[src/rtl/alu_cmd_driver.sv]
// alu_cmd_driver
// ---------------------------------------------------------------------------
// Command front-end for the team's combinational ALU. Commands arrive over a
// valid/ready handshake and address a small local register file. A command
// either loads an immediate or runs an ALU operation. The result is written
// back to the register file and returned over a valid/ready response channel.
//
// Flow:  IDLE --cmd(load)--> RESP --rsp_ready--> IDLE
//        IDLE --cmd(op)----> ISSUE --(1 cycle)--> RESP --rsp_ready--> IDLE
//
// Parameters:
//   data_width  operand/result width; must match the attached ALU
//   NUM_REGS    register-file depth; power of two, >= 2
//
// Ports:
//   clk               rising-edge clock
//   reset_n           synchronous active-low reset
//   cmd_valid/ready   command handshake (ready only in IDLE)
//   cmd_load          1 = load cmd_imm into rd, 0 = ALU op
//   cmd_func          ALU FuncCode, passed through unchanged
//   cmd_rd/rs/rt      destination / operand A / operand B register indices
//   cmd_imm           immediate for loads
//   alu_A/B           operands to the ALU (held outside ISSUE)
//   alu_FuncCode      function code to the ALU (held outside ISSUE)
//   alu_C             ALU result, sampled only at the end of ISSUE
//   alu_OverflowFlag  ALU overflow, sampled only at the end of ISSUE
//   rsp_valid/ready   response handshake
//   rsp_data          ALU result or loaded immediate
//   rsp_overflow      captured overflow (0 for loads)
//
// Optional build macro ALU_CMD_DRIVER_STICKY_OVF_EN adds:
//   clr_sticky        clears sticky_ovf (a simultaneous overflow capture wins)
//   sticky_ovf        set whenever an ALU op captures an overflow
// ---------------------------------------------------------------------------
module alu_cmd_driver #(
    parameter int unsigned data_width = 16,
    parameter int unsigned NUM_REGS   = 4,
    localparam int unsigned RW        = $clog2(NUM_REGS)
) (
    input  logic                  clk,
    input  logic                  reset_n,

    input  logic                  cmd_valid,
    output logic                  cmd_ready,
    input  logic                  cmd_load,
    input  logic [3:0]            cmd_func,
    input  logic [RW-1:0]         cmd_rd,
    input  logic [RW-1:0]         cmd_rs,
    input  logic [RW-1:0]         cmd_rt,
    input  logic [data_width-1:0] cmd_imm,

    output logic [data_width-1:0] alu_A,
    output logic [data_width-1:0] alu_B,
    output logic [3:0]            alu_FuncCode,
    input  logic [data_width-1:0] alu_C,
    input  logic                  alu_OverflowFlag,

    output logic                  rsp_valid,
    input  logic                  rsp_ready,
    output logic [data_width-1:0] rsp_data,
    output logic                  rsp_overflow
`ifdef ALU_CMD_DRIVER_STICKY_OVF_EN
    ,
    input  logic                  clr_sticky,
    output logic                  sticky_ovf
`endif
);

    typedef enum logic [1:0] {
        StIdle  = 2'd0,
        StIssue = 2'd1,
        StResp  = 2'd2
    } state_e;

    state_e                state;
    logic [data_width-1:0] rf [NUM_REGS];
    logic [RW-1:0]         rd_lat;

    // Single-process FSM; every output is a flop so nothing combinational
    // leaks from the command or ALU inputs to the outputs.
    always_ff @(posedge clk) begin
        if (!reset_n) begin
            // Reset aborts whatever is in flight: no write-back, response dropped.
            state        <= StIdle;
            cmd_ready    <= 1'b1;
            rsp_valid    <= 1'b0;
            rsp_data     <= '0;
            rsp_overflow <= 1'b0;
            alu_A        <= '0;
            alu_B        <= '0;
            alu_FuncCode <= '0;
            rd_lat       <= '0;
            for (int i = 0; i < NUM_REGS; i++) begin
                rf[i] <= '0;
            end
        end else begin
            unique case (state)
                StIdle: begin
                    if (cmd_valid) begin
                        cmd_ready <= 1'b0;
                        if (cmd_load) begin
                            rf[cmd_rd]   <= cmd_imm;
                            rsp_data     <= cmd_imm;
                            rsp_overflow <= 1'b0;
                            rsp_valid    <= 1'b1;
                            state        <= StResp;
                        end else begin
                            // Operands are read now, so rd == rs/rt sees the
                            // old value; write-back happens at end of ISSUE.
                            alu_A        <= rf[cmd_rs];
                            alu_B        <= rf[cmd_rt];
                            alu_FuncCode <= cmd_func;
                            rd_lat       <= cmd_rd;
                            state        <= StIssue;
                        end
                    end
                end
                StIssue: begin
                    rf[rd_lat]   <= alu_C;
                    rsp_data     <= alu_C;
                    rsp_overflow <= alu_OverflowFlag;
                    rsp_valid    <= 1'b1;
                    state        <= StResp;
                end
                StResp: begin
                    if (rsp_ready) begin
                        rsp_valid <= 1'b0;
                        cmd_ready <= 1'b1;
                        state     <= StIdle;
                    end
                end
                default: begin
                    rsp_valid <= 1'b0;
                    cmd_ready <= 1'b1;
                    state     <= StIdle;
                end
            endcase
        end
    end

`ifdef ALU_CMD_DRIVER_STICKY_OVF_EN
    // A capture of overflow in ISSUE outranks a clear in the same cycle.
    always_ff @(posedge clk) begin
        if (!reset_n) begin
            sticky_ovf <= 1'b0;
        end else if (state == StIssue && alu_OverflowFlag) begin
            sticky_ovf <= 1'b1;
        end else if (clr_sticky) begin
            sticky_ovf <= 1'b0;
        end
    end
`endif

endmodule

[config.mk]
export PLATFORM = sky130hd
export DESIGN_NAME = alu_cmd_driver
export DESIGN_NICKNAME = d
export VERILOG_FILES = /design/src/rtl/alu_cmd_driver.sv
export SDC_FILE = /design/constraint.sdc
export NUM_CORES = 1
export LEC_CHECK = 0
export BUFFER_PORTS_ARGS = -buffer_cell sky130_fd_sc_hd__clkbuf_2
export CAP_MARGIN = 20
export CORE_ASPECT_RATIO = 0.7
export CORE_MARGIN = 2
export CORE_UTILIZATION = 53
export CTS_BUF_LIST = sky130_fd_sc_hd__clkbuf_8
export CTS_CLUSTER_DIAMETER = 200
export DETAILED_ROUTE_END_ITERATION = 10
export GPL_ROUTABILITY_DRIVEN = 0
export PLACE_DENSITY_LB_ADDON = 0.2
export SLEW_MARGIN = 10
export SYNTH_ARGS = -nofsm -noshare
export SYNTH_HDL_FRONTEND = slang
export SYNTH_SLANG_ARGS = --single-unit
[constraint.sdc]
create_clock -name clk -period 2.6 [get_ports clk]
set_input_delay 0.26 -clock clk [delete_from_list [all_inputs] [get_ports clk]]
set_output_delay 0.26 -clock clk [all_outputs]
set_load 0.03 [all_outputs]
==> results of run 1 <==
-- how the worst max path moves through the flow --
stage	slack, ps	to	cells past startpoint
global placement	520	rf[0][12]	5
global route	290	rf[2][15]	4
CTS	460	rf[2][15]	4
floorplan	190	rf[2][0]	6
detailed placement	500	rf[0][15]	5
finish	430	rf[2][15]	4
-- per-layer routing --
metal  track usage [%]  part of all wire [%]  up-vias
li1                  -                     -     2113
met1              38.7                    45     2290
met2              41.0                    44      259
met3              6.74                    10       22
met4              8.51                   1.1        0
met5                 0                     0        -
-- worst min-delay path, stage by stage --
cell and delay, ps:
clkbuf_2 80, mux2i_1 60, nor2_1 70
-- final cells by class --
type / count / area (um^2)
Tap cell: 153 / 191
Clock buffer: 19 / 262
Clock inverter: 12 / 110
Timing Repair Buffer: 124 / 676
Sequential cell: 123 / 3100
Inverter: 6 / 22.5
Multi-Input combinational cell: 308 / 2770
Fill cell: 871 / 4040
-- cells by family (layout without fill, tap and decap cells) --
kind of cell	count (synthesis)	in the layout	share of synthesized area [%]
multiplexers	54	54	15.6
flip-flops	123	123	50.4
AO/OA/AOI/OAI	146	146	19.3
AND/OR/NAND/NOR	108	108	9.90
buffers and inverters	54	161	4.78
-- state kept, by name (all words and copies together) (netlist names) --
signal and flops:
rd_lat 2, alu_B 16, rsp_data 16, alu_A 16, cmd_ready 1, rsp_overflow 1
rsp_valid 1, state 2, rf 64, alu_FuncCode 4
-- placed cells by master, fill, tap and decap left out, types with 2 or more instances in the layout --
cell type | netlist | routed
nand4_1 | 16 | 16
dfxtp_1 | 59 | 59
clkinv_1 | 1 | 2
a21oi_1 | 37 | 37
a211oi_2 | 15 | 15
clkinv_2 | 0 | 3
o21bai_1 | 16 | 16
o211a_1 | 16 | 16
nand3_1 | 31 | 31
mux2_2 | 16 | 16
inv_1 | 5 | 9
a22o_1 | 32 | 32
mux4_2 | 32 | 32
and2_1 | 2 | 2
o21ai_1 | 1 | 2
nand2_1 | 37 | 37
o21ai_0 | 3 | 2
mux2i_1 | 6 | 6
nand3_2 | 2 | 2
buf_4 | 3 | 22
edfxtp_1 | 64 | 64
clkbuf_8 | 0 | 19
nor2_1 | 7 | 7
bufinv_16 | 0 | 2
a211oi_1 | 17 | 17
clkbuf_2 | 0 | 102
-- power by group --
group,switching (uW),leakage [uW],internal (uW)
Sequential,69.2,0.00115,2160
Combinational,431,0.00150,264
Clock,736,0.000204,875
-- stage by stage --
step	instance area, um^2	hold WS [ps]	instances	utilization [%]
after floorplan	6160	396	485	-
after global placement	6760	447	714	60.6
after detailed placement	6760	467	714	60.6
after CTS	7140	36.5	745	63.9
after global routing	7140	49.3	745	63.9
final	7140	65.1	745	63.9
==> run metrics, run 1 <==
total track usage 27.1%; final setup violation count 0; reg2reg end rf[2][15]; Worst setup EP type flop; Final Power 4530 uW; largest area contributor in the netlist edfxtp_1; Hold Path End alu_FuncCode[0]; Core Rows 32; most common cell in the netlist edfxtp_1; setup TNS 0 ps; PwrDens 635 nW/um^2; delay-heaviest family, CP compound AO/OA/AOI/OAI gates; wire per inst 21.7 um; initial antenna violation count 0; top cells by area, synth edfxtp_1, dfxtp_1, mux4_2; die area 12500 um^2; HP Class in -> reg; Rel. slew slack 37.9%; Synth Warn # 0; slowest cell on the critical path a22oi_2; CTS resizes 0; number of buffers inserted by port buffering 102; DRT iter0 DRCs 424; Required @ worst endpoint 2720 ps; Cell Area, Synth 6150 um^2; crit path kind reg -> reg; Placement Setup Slack 498 ps; Detail Route Antenna Nets 0; Final Hold Vio Count 0; Layout area overhead 16.0%; initial core utilization 55.1%; clock buffer count from CTS 17; DRC viols 0; TritonCTS clock tree yes; CTS root buffer clkbuf_8; Clock Latency Late Sink 440 ps; dpl hpwl 11400 um; max cap viols 0; crit path max fanout 28; Mapped Nets 533; synthesized area per cell 12.7 um^2; vias in the first global route 4530; post-DR vias/cell 6.29; Post-Route WL 16200 um; CP Launch Point state[1]; EDFF count, synth 64; status finished clean; fmax 0.461 GHz; Post-synth top flop edfxtp_1; startpoint types flop; worst-path cell chain buf_4, and4bb_1, a22oi_2, a211oi_1; Nets 628; Bufs on Longest Clock Path 2; Distinct cells, synth 47; gr ovfl total 0; setup ws final 433 ps; # hold bufs at CTS 0; Peak VDD IR 0.384 mV; Ant. Diodes 0; Setup Skew 14.5 ps; Max Slew Vio Count 0; worst reg2reg setup slack 430 ps; largest net degree at the start of global routing 49; Die W 133 um; unrepaired setup endpoints after global routing no; Worst-path clk slew 70 ps; Synth Register Bits 123; Core Area 11200 um^2; min Tclk post-route 2170 ps; critical path arrival 2290 ps; CTS sink count 123; fin crit share 83.4%; first-pass GRT wire length 25300 um; hold_sp cmd_func[0]; synth cell count leaders edfxtp_1, dfxtp_1, a21oi_1, nand2_1; top-area cell type share of the netlist area 31.2%; CP Buf/Inv Count 1; static leakage 0.00285 uW; Seq/Total Area, Yosys 50.4%; die height 94.1 um; worst-margin pin slew 932 ps; hold path cells 3; worst r2r src state[1]; Post-CTS Setup Repair Bufs 0; Slowest Stage Delay on Critical Path 720 ps; CTS H-tree lvls 4; async set-reset flop share out of synthesis 0%; via count 4684; IO Pins 103; synthesized instance count 485; Initial DRT Pass Iterations 5; share of post-route cells with drive strength above 1 38.7%; worst-case reg-to-reg path depth 4
No activity file was read; power rests on OpenSTA's default activity.
==> inputs of run 2 (changes only) <==
clock period = 1.95 ns   (was 2.6 ns; I/O delays follow)
==> run 2 against run 1 <==
Compared with the run above: wire length is 2.8% higher; clock power is 52% higher; sequential cell count stayed put; first-iteration DRC count is 19% lower; critical endpoint is now rsp_data[7]; global-route usage is 0.23 points higher; non-clock buffer count is 24 higher.
==> run metrics, run 2 (same netlist as run 1, synthesis figures left out) <==
status finished clean; min Tclk post-route 1920 ps; CTS sink count 123; Final Hold Vio Count 0; cell count after placement 732; Clock Latency Late Sink 440 ps; IO Pins 103; number of flip-flops in the largest register 64; PwrDens 855 nW/um^2; post-DR vias/cell 6.32; initial core utilization 55.1%; final setup violation count 0; area of the multi-input gates 2830 um^2; Max Slew Vio Count 0; via count 4873; most frequent cells in the layout clkbuf_2, edfxtp_1, dfxtp_1; setup TNS 0 ps; final instance area 7530 um^2; Peak VDD IR 0.624 mV; non-filler cells, final 771; dpl hpwl 11300 um; Post-Route WL 16600 um; DRC viols 0; unrepaired setup endpoints after global routing yes; CTS root buffer clkbuf_8; Post-DP Area 7010 um^2; wire per inst 21.6 um; die area 12500 um^2; first-pass GRT wire length 25700 um; HP Class in -> reg; share of post-route cells with drive strength above 1 41.9%; critical path arrival 2250 ps; commonest non-fill, non-tap cell in the layout clkbuf_2; Core Area 11200 um^2; register area 3100 um^2; total track usage 27.4%; Core Rows 32; crit path max fanout 13; initial antenna violation count 0; startpoint types flop; static leakage 0.00302 uW; Initial DRT Pass Iterations 7; Most flops, register rf; worst reg2reg setup slack 30 ps; DRT iter0 DRCs 345; Required @ worst endpoint 2280 ps; Detail Route Antenna Nets 0; CTS H-tree lvls 4; Worst setup EP type flop; fmax 0.522 GHz; Setup Skew 12.5 ps; max cap viols 0; die height 94.1 um; clock buffer count from CTS 17; number of buffers inserted by port buffering 102; vias in the first global route 4773; worst-margin pin slew 680 ps; hold slack 44.2 ps; Placement Setup Slack -11.8 ps; Ant. Diodes 0; Nets 653; TritonCTS clock tree yes; Fill cells 843; largest net degree at the start of global routing 40; Die W 133 um; setup ws final 34.4 ps; Bufs on Longest Clock Path 2; Worst-path clk slew 80 ps; Rel. slew slack 54.5%; crit path kind reg -> reg; gr ovfl total 0; fin crit share 98.2%; Layout area overhead 22.4%
run 2: worst paths after layout:
check / cells past startpoint / to / startpoint
setup / recovery: 5 / rsp_data[7] / state[0]
hold reg to reg: 2 / rsp_valid / rsp_valid
hold / removal: 4 / state[1] / rsp_ready
setup reg to reg: 5 / rsp_data[7] / state[0]
run 2: layer usage:
metal	track usage, %	share of wire [%]	vias up	wire (um)
li1	-	-	2173	-
met1	36.4	43	2391	7120
met2	42.6	46	276	7580
met3	7.23	9.5	33	1580
met4	12.0	2.1	0	356
met5	0	0	-	0
run 2: final cells by class:
cell class                 count  area share, %
clock buffer                  17           3.11
multi-input combinational    309           37.6
sequential                   123           41.2
inverter                       6          0.299
tap                          153           2.54
timing repair buffer         148           12.6
clock inverter                15           2.58
run 2: report_power, final:
group	switching, uW	total [uW]	internal [uW]	leakage, uW
logic	620	1030	407	0.00165
registers	80.2	2960	2870	0.00115
clock network	1060	2450	1390	0.000220
run 2: what timing repair did:
| item | in CTS | in global routing |
|---|---|---|
| cloned | 0 | 1 |
| endpoints found under the setup margin | 16 | 90 |
| gates resized for setup | 1 | 5 |
| hold buffers | 5 | 0 |
| hold endpoints to repair | 5 | 0 |
| setup buffers | 0 | 1 |
| pin swaps | 0 | 2 |
run 2: metrics by stage:
step                      util [%]  total power [uW]
after global placement        62.7              3970
after CTS                     67.1              6440
after floorplan                  -              3640
after detailed placement      62.7              4000
after global routing          67.4              6660
final                         67.4              6430
run 2: critical path, cell delays in order, from the launching register on:
cell and delay, ps:
dfxtp_2 390, buf_4 170, nor2b_2 330, buf_4 300, mux2_2 410, o211a_1 220
==> inputs of run 3 (changes only) <==
CORE_UTILIZATION = 58   (was 53)
CTS_CLUSTER_SIZE = 16   (was not set)
RECOVER_POWER = 100   (was not set)
clock period = 2.1 ns   (was 1.95 ns; I/O delays follow)
==> run 3 against run 2 <==
Compared with the run above: combinational power shrank 18%; wire length decreased by 7.1%; register-to-register slack better by 100 ps; cell area is 5.9% lower; final cell count down 5.2%; critical path depth is 1 lower; first-iteration DRC count rose by 40%; critical path type unchanged; highest routed layer unchanged.
==> run metrics, run 3 (same netlist as run 1, synthesis figures left out) <==
unrepaired setup endpoints after global routing no; Worst setup EP type flop; Initial DRT Pass Iterations 5; cell count after placement 698; initial antenna violation count 0; gr ovfl total 0; critical path arrival 2290 ps; Ant. Diodes 0; Placement Setup Slack 193 ps; dpl hpwl 10600 um; Post-Route WL 15500 um; status finished clean; worst-case reg-to-reg path depth 4; CTS H-tree lvls 4; clock buffer count from CTS 17; via count 4716; die height 90.2 um; Detail Route Antenna Nets 0; crit path kind reg -> reg; Bufs on Longest Clock Path 2; Most flops, register rf; Worst-path clk slew 70 ps; setup TNS 0 ps; fmax 0.509 GHz; Core Area 10300 um^2; Clock Latency Late Sink 440 ps; CTS resizes 0; # hold bufs at CTS 1; Worst Setup EP rsp_data[15]; Layout area overhead 15.2%; share of post-route cells with drive strength above 1 27.4%; commonest non-fill, non-tap cell in the layout edfxtp_1; worst r2r src state[0]; post-DR vias/cell 6.45; TritonCTS clock tree yes; max cap viols 0; CTS sink count 123; reg2reg end rsp_data[15]; DRT iter0 DRCs 483; Max Slew Vio Count 0; Die W 127 um; fin crit share 93.6%; crit path max fanout 13; setup ws final 135 ps; Required @ worst endpoint 2420 ps; Nets 634; number of buffers inserted by port buffering 102; HP Class in -> reg; CP Launch Point state[0]; Rel. slew slack 48.7%; Final Power 5730 uW; hold_sp cmd_func[3]; CTS root buffer clkbuf_8; total track usage 27.6%; number of flip-flops in the largest register 64; largest net degree at the start of global routing 49; die area 11500 um^2; worst reg2reg setup slack 130 ps; final setup violation count 0; initial core utilization 59.6%; Peak VDD IR 0.752 mV; startpoint types flop; PwrDens 809 nW/um^2; min Tclk post-route 1970 ps; non-filler cells, final 731; first-pass GRT wire length 23900 um; static leakage 0.00269 uW; Post-CTS Setup Repair Bufs 0; IO Pins 103; DRC viols 0; worst-margin pin slew 767 ps; Final Hold Vio Count 0; Core Rows 31; most frequent cells in the layout edfxtp_1, dfxtp_1, clkbuf_1; wire per inst 21.1 um; vias in the first global route 4374; Setup Skew 11.4 ps
[run 3: cell count changes in the layout (fill, tap and decap cells not counted), moves of 2 or more]
cell,before,now
clkbuf_1,0,55
clkbuf_2,102,52
buf_4,33,18
a211oi_1,16,28
a211oi_2,16,4
mux2_1,0,8
mux2_2,16,8
buf_12,6,2
dlygate4sd3_1,5,1
inv_4,3,0
buf_6,2,0
clkbuf_4,0,2
clkinvlp_4,1,3
[run 3: worst min-delay path by stage]
stage          depth (start not counted)  slack (ps)         endpoint
5_1_grt                                3          20  alu_FuncCode[3]
3_5_place_dp                           3         450     rsp_overflow
3_3_place_gp                           2         450        rsp_valid
2_1_floorplan                          2         350     rsp_overflow
4_1_cts                                3           8  alu_FuncCode[2]
6_report                               3          30  alu_FuncCode[3]
[run 3: cell type report]
cell class                      count  area, um^2
Fill cell                         763        3230
Sequential cell                   123        3100
Multi-Input combinational cell    308        2720
Timing Repair Buffer              130         667
Clock buffer                       18         248
Tap cell                          132         165
Clock inverter                     14         155
Inverter                            6        22.5
[run 3: where the power goes]
group	leakage [uW]	internal [uW]	total (uW)	switching, uW
logic	0.00134	316	841	525
clock network	0.000203	1190	2140	950
registers	0.00115	2670	2750	82.6
total	0.00269	4170	5730	1560
[run 3: stage by stage]
stage | hold slack, ps | utilization, % | instance area (um^2)
final | 27.0 | 68.7 | 7080
after global routing | 22.7 | 68.7 | 7080
after CTS | 7.72 | 70.3 | 7250
after detailed placement | 448 | 66.3 | 6840
after global placement | 446 | 66.3 | 6840
after floorplan | 346 | - | 6190
[run 3: worst max-delay path: stages (launching register included)]
cell	delay (ps)
dfxtp_2	510
nor2b_1	480
buf_4	270
mux2_1	380
o211a_1	210
[run 3: per-layer routing]
layer	wire (um)	global-route usage, %	up-vias
li1	-	-	2134
met2	6820	40.1	265
met5	0	0	-
met3	1610	8.57	24
met1	6840	40.3	2293
met4	182	7.88	0
